### config.mk
export PLATFORM = sky130hd
export DESIGN_NAME = target_tracker
export DESIGN_NICKNAME = d
export VERILOG_FILES = /design/src/rtl/game_pkg.sv /design/src/rtl/target_slot.sv /design/src/rtl/target_tracker.sv
export SDC_FILE = /design/constraint.sdc
export NUM_CORES = 1
export LEC_CHECK = 0
export ABC_AREA = 0
export BUFFER_PORTS_ARGS = -buffer_cell sky130_fd_sc_hd__buf_4
export CORE_AREA = 3 3 273 275
export DETAILED_ROUTE_END_ITERATION = 6
export DIE_AREA = 0 0 276 278
export GPL_TIMING_DRIVEN = 0
export HOLD_SLACK_MARGIN = 0.12
export PLACE_DENSITY = 0.57
export SLEW_MARGIN = 20
export SYNTH_ARGS = -nofsm -noshare
export SYNTH_HDL_FRONTEND = slang
export SYNTH_HIERARCHICAL = 1
export SYNTH_SLANG_ARGS = --single-unit
### constraint.sdc
create_clock -name clock -period 5.5 [get_ports clock]
set_clock_uncertainty 0.05 [all_clocks]
set_input_delay 0.275 -clock clock [delete_from_list [all_inputs] [get_ports clock]]
set_output_delay 0.275 -clock clock [all_outputs]
set_load 0.1 [all_outputs]
### src/rtl/game_pkg.sv
// Shared game constants: lane count, target index type, score floor and the
// default target lifetime. Used by the generator, target_tracker and the
// display driver so all three agree on the lane numbering.
package game_pkg;

    localparam int NUM_TARGETS      = 10;
    localparam int LIFETIME_DEFAULT = 50000000;
    localparam int SCORE_W_DEFAULT  = 32;
    localparam int MISS_W_DEFAULT   = 16;

    // The generator divides by the score, so it must never reach zero.
    localparam int SCORE_MIN = 1;

    typedef logic [3:0] target_idx_t;

endpackage

### src/rtl/target_slot.sv
// One target lane: idle/active bit plus a countdown that runs while lit.
// hit and expire are combinational views of this cycle's start-of-cycle
// state; the lane itself clears at the next edge. A hit always beats an
// expiry, and a spawn request is only honoured when the lane is idle.
module target_slot
    import game_pkg::*;
#(
    parameter int LIFETIME = LIFETIME_DEFAULT
) (
    input  logic clock,
    input  logic resetn,
    input  logic spawn,
    input  logic hit_rise,
    output logic active,
    output logic expire,
    output logic hit
);

    localparam int CNT_W = $clog2(LIFETIME);

    logic             active_q;
    logic [CNT_W-1:0] cnt_q;

    assign active = active_q;
    assign hit    = active_q & hit_rise;
    assign expire = active_q & (cnt_q == '0) & ~hit_rise;

    // Lane state: clear on hit/expiry, load on spawn when idle, else count down.
    always_ff @(posedge clock or negedge resetn) begin
        if (!resetn) begin
            active_q <= 1'b0;
            cnt_q    <= '0;
        end else if (hit || expire) begin
            active_q <= 1'b0;
        end else if (active_q) begin
            cnt_q <= cnt_q - 1'b1;
        end else if (spawn) begin
            active_q <= 1'b1;
            cnt_q    <= CNT_W'(LIFETIME - 1);
        end
    end

endmodule

### src/rtl/target_tracker.sv
// Target tracker: lights lanes on generator strobes, times them out, scores
// rising button edges against lit lanes and keeps a floored/saturating score
// and a saturating miss count. The per-lane active bits are the only state
// machine and are visible directly on the active output.
// Optional build macro TARGET_TRACKER_WRONG_PRESS_PENALTY_EN: a rising edge on
// an idle lane costs one point (score never drops below SCORE_MIN).
// Interface note: target_stb is a single-cycle qualifier for target_sel with
// no back-pressure; a strobe that cannot be used (bad index, busy lane) is
// simply dropped.
module target_tracker
    import game_pkg::*;
#(
    parameter int NUM_TARGETS = game_pkg::NUM_TARGETS,
    parameter int LIFETIME    = LIFETIME_DEFAULT,
    parameter int SCORE_W     = SCORE_W_DEFAULT,
    parameter int MISS_W      = MISS_W_DEFAULT
) (
    input  logic                   clock,
    input  logic                   resetn,
    input  target_idx_t            target_sel,
    input  logic                   target_stb,
    input  logic [NUM_TARGETS-1:0] hit_btn,
    output logic [NUM_TARGETS-1:0] active,
    output logic [SCORE_W-1:0]     score,
    output logic [MISS_W-1:0]      misses,
    output logic                   hit_pulse,
    output logic                   miss_pulse
);

    localparam int CNT_W = $clog2(NUM_TARGETS + 1);

    logic [NUM_TARGETS-1:0] btn_prev_q;
    logic [NUM_TARGETS-1:0] rise;
    logic [NUM_TARGETS-1:0] spawn_req;
    logic [NUM_TARGETS-1:0] hit_v;
    logic [NUM_TARGETS-1:0] exp_v;

    logic [CNT_W-1:0]   n_hit;
    logic [CNT_W-1:0]   n_exp;
    logic [CNT_W-1:0]   n_pen;
    logic [SCORE_W+1:0] sum_w;
    logic [SCORE_W+1:0] net_w;
    logic [MISS_W:0]    miss_w;
    logic [SCORE_W-1:0] score_d;
    logic [MISS_W-1:0]  misses_d;

    assign rise = hit_btn & ~btn_prev_q;

    genvar g;
    generate
        for (g = 0; g < NUM_TARGETS; g++) begin : g_lane
            assign spawn_req[g] = target_stb && (int'(target_sel) == g);

            target_slot #(
                .LIFETIME (LIFETIME)
            ) u_slot (
                .clock    (clock),
                .resetn   (resetn),
                .spawn    (spawn_req[g]),
                .hit_rise (rise[g]),
                .active   (active[g]),
                .expire   (exp_v[g]),
                .hit      (hit_v[g])
            );
        end
    endgenerate

`ifdef TARGET_TRACKER_WRONG_PRESS_PENALTY_EN
    logic [NUM_TARGETS-1:0] wrong_v;
    assign wrong_v = rise & ~active;

    // Count wrong presses (rising edges on idle lanes).
    always_comb begin
        n_pen = '0;
        for (int i = 0; i < NUM_TARGETS; i++) begin
            n_pen = n_pen + CNT_W'(wrong_v[i]);
        end
    end
`else
    assign n_pen = '0;
`endif

    // Popcount hits and expiries, then form the next score and miss count.
    always_comb begin
        n_hit = '0;
        n_exp = '0;
        for (int i = 0; i < NUM_TARGETS; i++) begin
            n_hit = n_hit + CNT_W'(hit_v[i]);
            n_exp = n_exp + CNT_W'(exp_v[i]);
        end

        // Hits and penalties net first, then floor and saturate.
        sum_w   = {2'b00, score} + (SCORE_W + 2)'(n_hit);
        net_w   = '0;
        score_d = score;
        if (sum_w < (SCORE_W + 2)'(n_pen) + (SCORE_W + 2)'(SCORE_MIN)) begin
            score_d = SCORE_W'(SCORE_MIN);
        end else begin
            net_w = sum_w - (SCORE_W + 2)'(n_pen);
            if (net_w > {2'b00, {SCORE_W{1'b1}}}) begin
                score_d = '1;
            end else begin
                score_d = net_w[SCORE_W-1:0];
            end
        end

        miss_w = {1'b0, misses} + (MISS_W + 1)'(n_exp);
        if (miss_w[MISS_W]) begin
            misses_d = '1;
        end else begin
            misses_d = miss_w[MISS_W-1:0];
        end
    end

    // Register button history, score, miss count and the event pulses.
    always_ff @(posedge clock or negedge resetn) begin
        if (!resetn) begin
            btn_prev_q <= '0;
            score      <= SCORE_W'(SCORE_MIN);
            misses     <= '0;
            hit_pulse  <= 1'b0;
            miss_pulse <= 1'b0;
        end else begin
            btn_prev_q <= hit_btn;
            score      <= score_d;
            misses     <= misses_d;
            hit_pulse  <= |hit_v;
            miss_pulse <= |exp_v;
        end
    end

endmodule

Word-level counts from Yosys, hierarchy flattened
Cells that the tools add are included.
{"block": "word_totals", "regBits": 330, "latch_bits": 0, "ramBits": 0, "mem_bits_ro": 0, "input_bits": 17, "wordCells": 224, "mem_count": 0}
{"block": "op_classes", "add_sub_neg": 30, "mul": 0, "n_div": 0, "order_cmp": 2, "eq_ne": 9, "shifts": 0, "n_mux": 53, "bitwise": 52, "n_reduce_logical": 53}
{"operator": "$mux W26", "n": 20}
{"operator": "$logic_not A26 Y1", "n": 10}
{"operator": "$sub A26 B1 Y26 const B", "n": 10}
{"operator": "$mux W32", "n": 2}
{"operator": "$add A4 B1 Y4", "n": 12}
{"operator": "$add A32 B4 Y33", "n": 1}
{"operator": "$gt A33 B32 Y1 const B", "n": 1}
{"operator": "$lt A33 B1 Y1 const B", "n": 1}
{"operator": "$and A1 B1 Y1", "n": 30}
{"operator": "$mux W1", "n": 30}
{"operator": "$eq A4 B4 Y1 const B", "n": 6}
{"operator": "$not A1 Y1", "n": 20}
{"operator": "$reduce_and A2 Y1", "n": 10}
{"operator": "$reduce_bool A2 Y1", "n": 10}
{"operator": "$reduce_or A10 Y1", "n": 2}
{"operator": "$add A16 B4 Y17", "n": 1}
{"operator": "$mux W16", "n": 1}
{"operator": "$and A10 B10 Y10", "n": 1}
{"operator": "$logic_and A1 B1 Y1", "n": 10}
{"operator": "$logic_or A1 B1 Y1", "n": 10}
{"operator": "$not A10 Y10", "n": 1}
{"operator": "$add A3 B1 Y4", "n": 2}
{"operator": "$eq A4 B3 Y1 const B", "n": 2}
{"operator": "$add A2 B1 Y3", "n": 2}
{"operator": "other kinds (3)", "n": 4}

Longest topological paths before layout
{"block": "depth", "depth_word": 16, "ltp_mapped": 18, "mapped_depth_nobuf": 18}

Modules after synthesis
The synthesis kept the hierarchy.
{"module": "target_slot", "instances": 10, "cells_per_inst": 189, "area_per_inst_um2": 1780.5}
{"module": "target_tracker", "instances": 1, "cells_per_inst": 408, "area_per_inst_um2": 3841.2}

Least setup slack after synthesis
Ideal clock, no wire load.
{"block": "synth_path", "kind": "reg2reg", "startpoint": "register g_lane[4].u_slot.active_q", "endpoint": "register misses[10]", "t_arrival_ns": 5.430, "t_required_ns": 5.316, "path_slack_ns": -0.114, "stages_incl_launch_ff": 18, "synth_period_minus_slack_ns": 5.614, "path_cell_list": "dfrtp_1 buf_2 nor3b_1 nand4_1 nor3_1 inv_1 fa_1 fa_1 fa_1 inv_1 fa_1 fa_1 a21o_1 a21oi_1 nor2_1 nand3_1 clkbuf_1 nand2_1"}
{"block": "synth_via", "elab_chain_cells": 10}
{"item": "start, declared", "line_no": "target_slot.sv:21", "source": "logic active_q;"}
{"item": "start signal, assigned", "line_no": "target_slot.sv:31", "source": "active_q <= 1'b0;"}
{"item": "start signal, assigned", "line_no": "target_slot.sv:34", "source": "active_q <= 1'b0;"}
{"item": "start signal, assigned", "line_no": "target_slot.sv:38", "source": "active_q <= 1'b1;"}
{"item": "$and A1 B1 Y1 (2 in series)", "line_no": "target_slot.sv:26", "source": "assign expire = active_q & (cnt_q == '0) & ~hit_rise;"}
{"item": "net exp_v[4]", "line_no": "target_tracker.sv:36", "source": "logic [NUM_TARGETS-1:0] exp_v;"}
{"item": "$add A4 B1 Y4 (6 in series)", "line_no": "target_tracker.sv:89", "source": "n_exp = n_exp + CNT_W'(exp_v[i]);"}
{"item": "$add A16 B4 Y17", "line_no": "target_tracker.sv:107", "source": "miss_w = {1'b0, misses} + (MISS_W + 1)'(n_exp);"}
{"item": "$mux W16", "line_no": "target_tracker.sv:108", "source": "if (miss_w[MISS_W]) begin"}
{"item": "net misses_d[10]", "line_no": "target_tracker.sv:45", "source": "logic [MISS_W-1:0] misses_d;"}
{"item": "end signal, assigned", "line_no": "target_tracker.sv:126", "source": "misses <= misses_d;"}
{"item": "end, declared", "line_no": "target_tracker.sv:25", "source": "output logic [MISS_W-1:0] misses,"}
The timed path passes the listed nets, and every way through them passes these cells.
A chain may end at the register's enable or synchronous reset.

Final worst setup path
{"block": "layout_path", "startpoint": "register g_lane[6].u_slot.cnt_q[10]", "endpoint": "register misses[7]"}
{"block": "layout_via", "elab_chain_cells": 9}
{"item": "start, declared", "line_no": "target_slot.sv:22", "source": "logic [CNT_W-1:0] cnt_q;"}
{"item": "start signal, assigned", "line_no": "target_slot.sv:36", "source": "cnt_q <= cnt_q - 1'b1;"}
{"item": "start signal, assigned", "line_no": "target_slot.sv:39", "source": "cnt_q <= CNT_W'(LIFETIME - 1);"}
{"item": "$logic_not A26 Y1", "line_no": "target_slot.sv:26"}
{"item": "$and A1 B1 Y1 (2 in series)", "line_no": "target_slot.sv:26"}
{"item": "net exp_v[6]", "line_no": "target_tracker.sv:36"}
{"item": "$add A4 B1 Y4 (4 in series)", "line_no": "target_tracker.sv:89"}
{"item": "$add A16 B4 Y17", "line_no": "target_tracker.sv:107"}
{"item": "$mux W16", "line_no": "target_tracker.sv:108"}
{"item": "net misses_d[7]", "line_no": "target_tracker.sv:45"}
The timed path passes the listed nets, and every way through them passes these cells.

==> metrics <==
Initial Util 0.298; Routed wire per std cell between 15 and 20 um; fillers approximately 7.5k; Combinational Power Share 0.226; Die W between 200 and 300 um; PwrDens 337 nW/um^2; FF-to-FF path depth 16; Reg power frac 0.452; TritonCTS Buffers 43; Clock Tree Root clkbuf_16; synthesized area around 22000 um^2; r2r startpoint g_lane[6].u_slot/cnt_q[10]; Port Buffers 76; CP top delay family adder cells; outcome finished, violations left; clock group share of total power 0.322; most used cell, CP fa_1; crit path capture type flop; DP HPWL around 43 mm; Distinct cells, synth 77; WP buf/inv 3; Worst Tran Pin Value between 0.8 and 0.9 ns; initial DRC count 1462; via/cell ratio 5.81; failing checks design-rule violations; final worst-path cycle share 0.987; Ports just under 80; num rows 99; largest net degree at the start of global routing around 90; final hold vios 0; Final WS setup 0.0703 ns; Reg2Reg Setup Slack 0.07 ns; setup TNS 0 ns; drt pass-1 iters 7; H-tree levels 2; P_leak between 9 and 10 nW; proportion of layout cells with a drive suffix above 1 0.150; Die Footprint ~77000 um^2; Startpoint Class flop; number of global-route vias before repair 19.3k; largest fanout on the critical path 10; switch share 0.367; CP Cell Sequence nor4_2 > nand3_1 > nor3_2 > inv_1 > fa_1 > fa_1 > fa_1 > inv_1 > fa_1 > fa_1 > a21o_1 > a21oi_4 > nor2_1 > nand3_1 > clkbuf_4 > nand2_1; CTS clk-pin slew, worst paths 0.06 ns; clock latency on the worst-skew pair 0.57 ns; fmax between 0.15 and 0.2 GHz; ys flop type dfrtp_1; maximum buffer depth of the clock tree 3; post-synth net total 2349; final setup fails 0; count of state elements after synthesis between 300 and 400; worst IR drop on VDD 0.232 mV; WS Path Type flop to flop; Crit-path slowest cell nor4_2; final core occ 0.347; Post-DRT Antenna Nets 0; unrepaired setup endpoints after global routing yes; area grow syn2layout 16.4%; core area 72600 um^2; initial antenna violation count 1; critical path depth 16; Arr. time, crit path 5.83 ns; Syn Area/Cell roughly 9.4 um^2; post-synthesis cell count 2298; drt drc 4; Sink Count 330; number of synthesized flops with an enable pin 0; post-layout min period roughly 5.4 ns; worst r2r dst misses[7]; pins over their slew limit 0; CTS tree yes; Max Cap Viol 0; vias 20.0k; post-synthesis sequential area ratio 0.382; Worst EP required ~5.9 ns; sw power roughly 3.1 mW; fin nets 2496; non-filler instance count after layout roughly 3.4k; Post-Route WL 62.2 mm; Total Routing Usage GR 0.158; yosys warns 6; CP peak stage delay a little under 0.6 ns; Place WS -1.24 ns; first-pass GRT wire length slightly above 100 mm; die height approximately 280 um; final instance area about 25000 um^2; Max transition margin 0.421; Cell Area, Placed about 24000 um^2; GP Congestion just under 0.9; global route total overflow 0; Int Pwr 5.38 mW; Worst Hold Class primary input to async pin; Post-synth ARST share 1.00; Cells after DPL roughly 3.3k; Diodes inserted 0
-- placed cells by master (no fill, tap or decap), types with 44 or more instances in the layout --
cell       instances
buf_4            101
dfrtp_1          324
nor4_1            53
o31ai_1           51
o21ai_0           69
or4_1             90
a31oi_1           44
clkbuf_16         44
clkbuf_1          54
nor2_1           166
inv_1             78
and2_1            44
nand3_1           76
nor3_1            67
or3_1             52
nand2_1          144
a21oi_1          117
-- power groups by stage --
stage	clock (mW)	combinational, mW	sequential, mW
4_1_cts	2.84	1.93	3.80
5_1_grt	2.95	2.13	3.93
3_5_place_dp	0	1.91	3.84
3_3_place_gp	0	1.85	3.81
6_report	2.74	1.92	3.84
2_1_floorplan	0	1.19	3.91
-- how the worst max path moves through the flow --
stage                                          start         end  slack (ns)
after global routing                   btn_prev_q[0]    score[0]       -0.12
after detailed placement  g_lane[0].u_slot/cnt_q[15]  misses[10]       -1.24
after global placement    g_lane[0].u_slot/cnt_q[15]   misses[6]       -1.56
final                     g_lane[6].u_slot/cnt_q[10]   misses[7]        0.07
after CTS                  g_lane[2].u_slot/cnt_q[0]   misses[7]        0.01
after floorplan              g_lane[4].u_slot/active  misses[10]        0.17
-- timing repair --
| item | CTS | global route |
|---|---|---|
| buffers inserted | 12 | 3 |
| hold buffers | 11 | 0 |
| endpoints found under the hold margin | 79 | 0 |
| setup endpoints to repair | 30 | 33 |
| gates resized for setup | 9 | 15 |
| pin swaps | 7 | 1 |
-- worst register-to-register path: stages, from the launching register on --
cell,delay (ns)
dfrtp_1,0.43
nor4_2,0.58
nand3_1,0.29
nor3_2,0.32
inv_1,0.11
fa_1,0.54
fa_1,0.44
fa_1,0.50
inv_1,0.05
fa_1,0.40
fa_1,0.42
a21o_1,0.23
a21oi_4,0.20
nor2_1,0.10
nand3_1,0.24
clkbuf_4,0.33
nand2_1,0.09
-- final cells by class --
| type | count | area (um^2) | share of cell area |
|---|---|---|---|
| Buffer | 87 | 419 | 0.0166 |
| Clock buffer | 66 | 1250 | 0.0498 |
| Clock inverter | 14 | 116 | 0.00462 |
| Inverter | 88 | 330 | 0.0131 |
| Multi-Input combinational cell | 1790 | 12700 | 0.505 |
| Sequential cell | 330 | 8270 | 0.328 |
| Tap cell | 959 | 1200 | 0.0476 |
| Timing Repair Buffer | 105 | 883 | 0.0351 |
-- cell usage after synthesis (14+ instances only) --
cell        n  share of area
o22ai_1    22         0.0064
nor2b_1    34         0.0098
buf_2      33         0.0076
nand3_1    76          0.018
xnor2_1    23         0.0093
mux2i_1    41          0.019
o21ai_0    69          0.016
o31ai_1    51          0.018
xor2_1     14         0.0057
a31oi_1    44          0.013
fa_1       14          0.013
or4_1      90          0.031
nor4_1     56          0.016
nor2_1    166          0.029
nand4_1    19         0.0055
ha_1       20          0.012
nand2b_1   37          0.011
and4_1     42          0.017
a22o_1     30          0.012
a211oi_1   42          0.015
or2_2      21         0.0061
clkbuf_1   46         0.0080
o22a_1     20         0.0081
nand2_1   144          0.025
nor3_1     72          0.017
a21oi_1   119          0.028
and2_1     44          0.013
dfrtp_1   329           0.38
o21ai_1    31         0.0072
or3_1      52          0.015
a211o_1    41          0.017
nor4_2     30          0.017
inv_1      78          0.014
o211a_1    30          0.014
-- sequential cells by signal (all words and copies together), names as in the netlist --
signal	count
miss_pulse	1
misses	16
hit_pulse	1
g_lane.u_slot/cnt_q	260
btn_prev_q	10
g_lane.u_slot/active	10
score	32
-- logic make-up after synthesis --
family | count (synthesis) | synth area share
compound gates | 648 | 0.218
xor+xnor | 37 | 0.0150
fa+ha+maj | 34 | 0.0245
buf+inv | 178 | 0.0347
flops | 330 | 0.382
mux | 66 | 0.0321
simple gates | 1005 | 0.294
-- metrics by stage --
step	hold slack [ns]	total power [mW]
2_1_floorplan	-0.0706	5.11
3_3_place_gp	0.341	5.66
3_5_place_dp	0.252	5.74
4_1_cts	0.204	8.57
5_1_grt	0.270	9.01
6_report	0.222	8.50
-- metal layers --
metal  wire length (um)  vias up  track usage
met5                 13        -            0
met4               1190        2       0.0460
met3               4030       78       0.0288
met2              28400      649        0.249
met1              28600     9904        0.220
li1                   -     9339            -
Note: power is estimated with default switching activity, not from simulation.
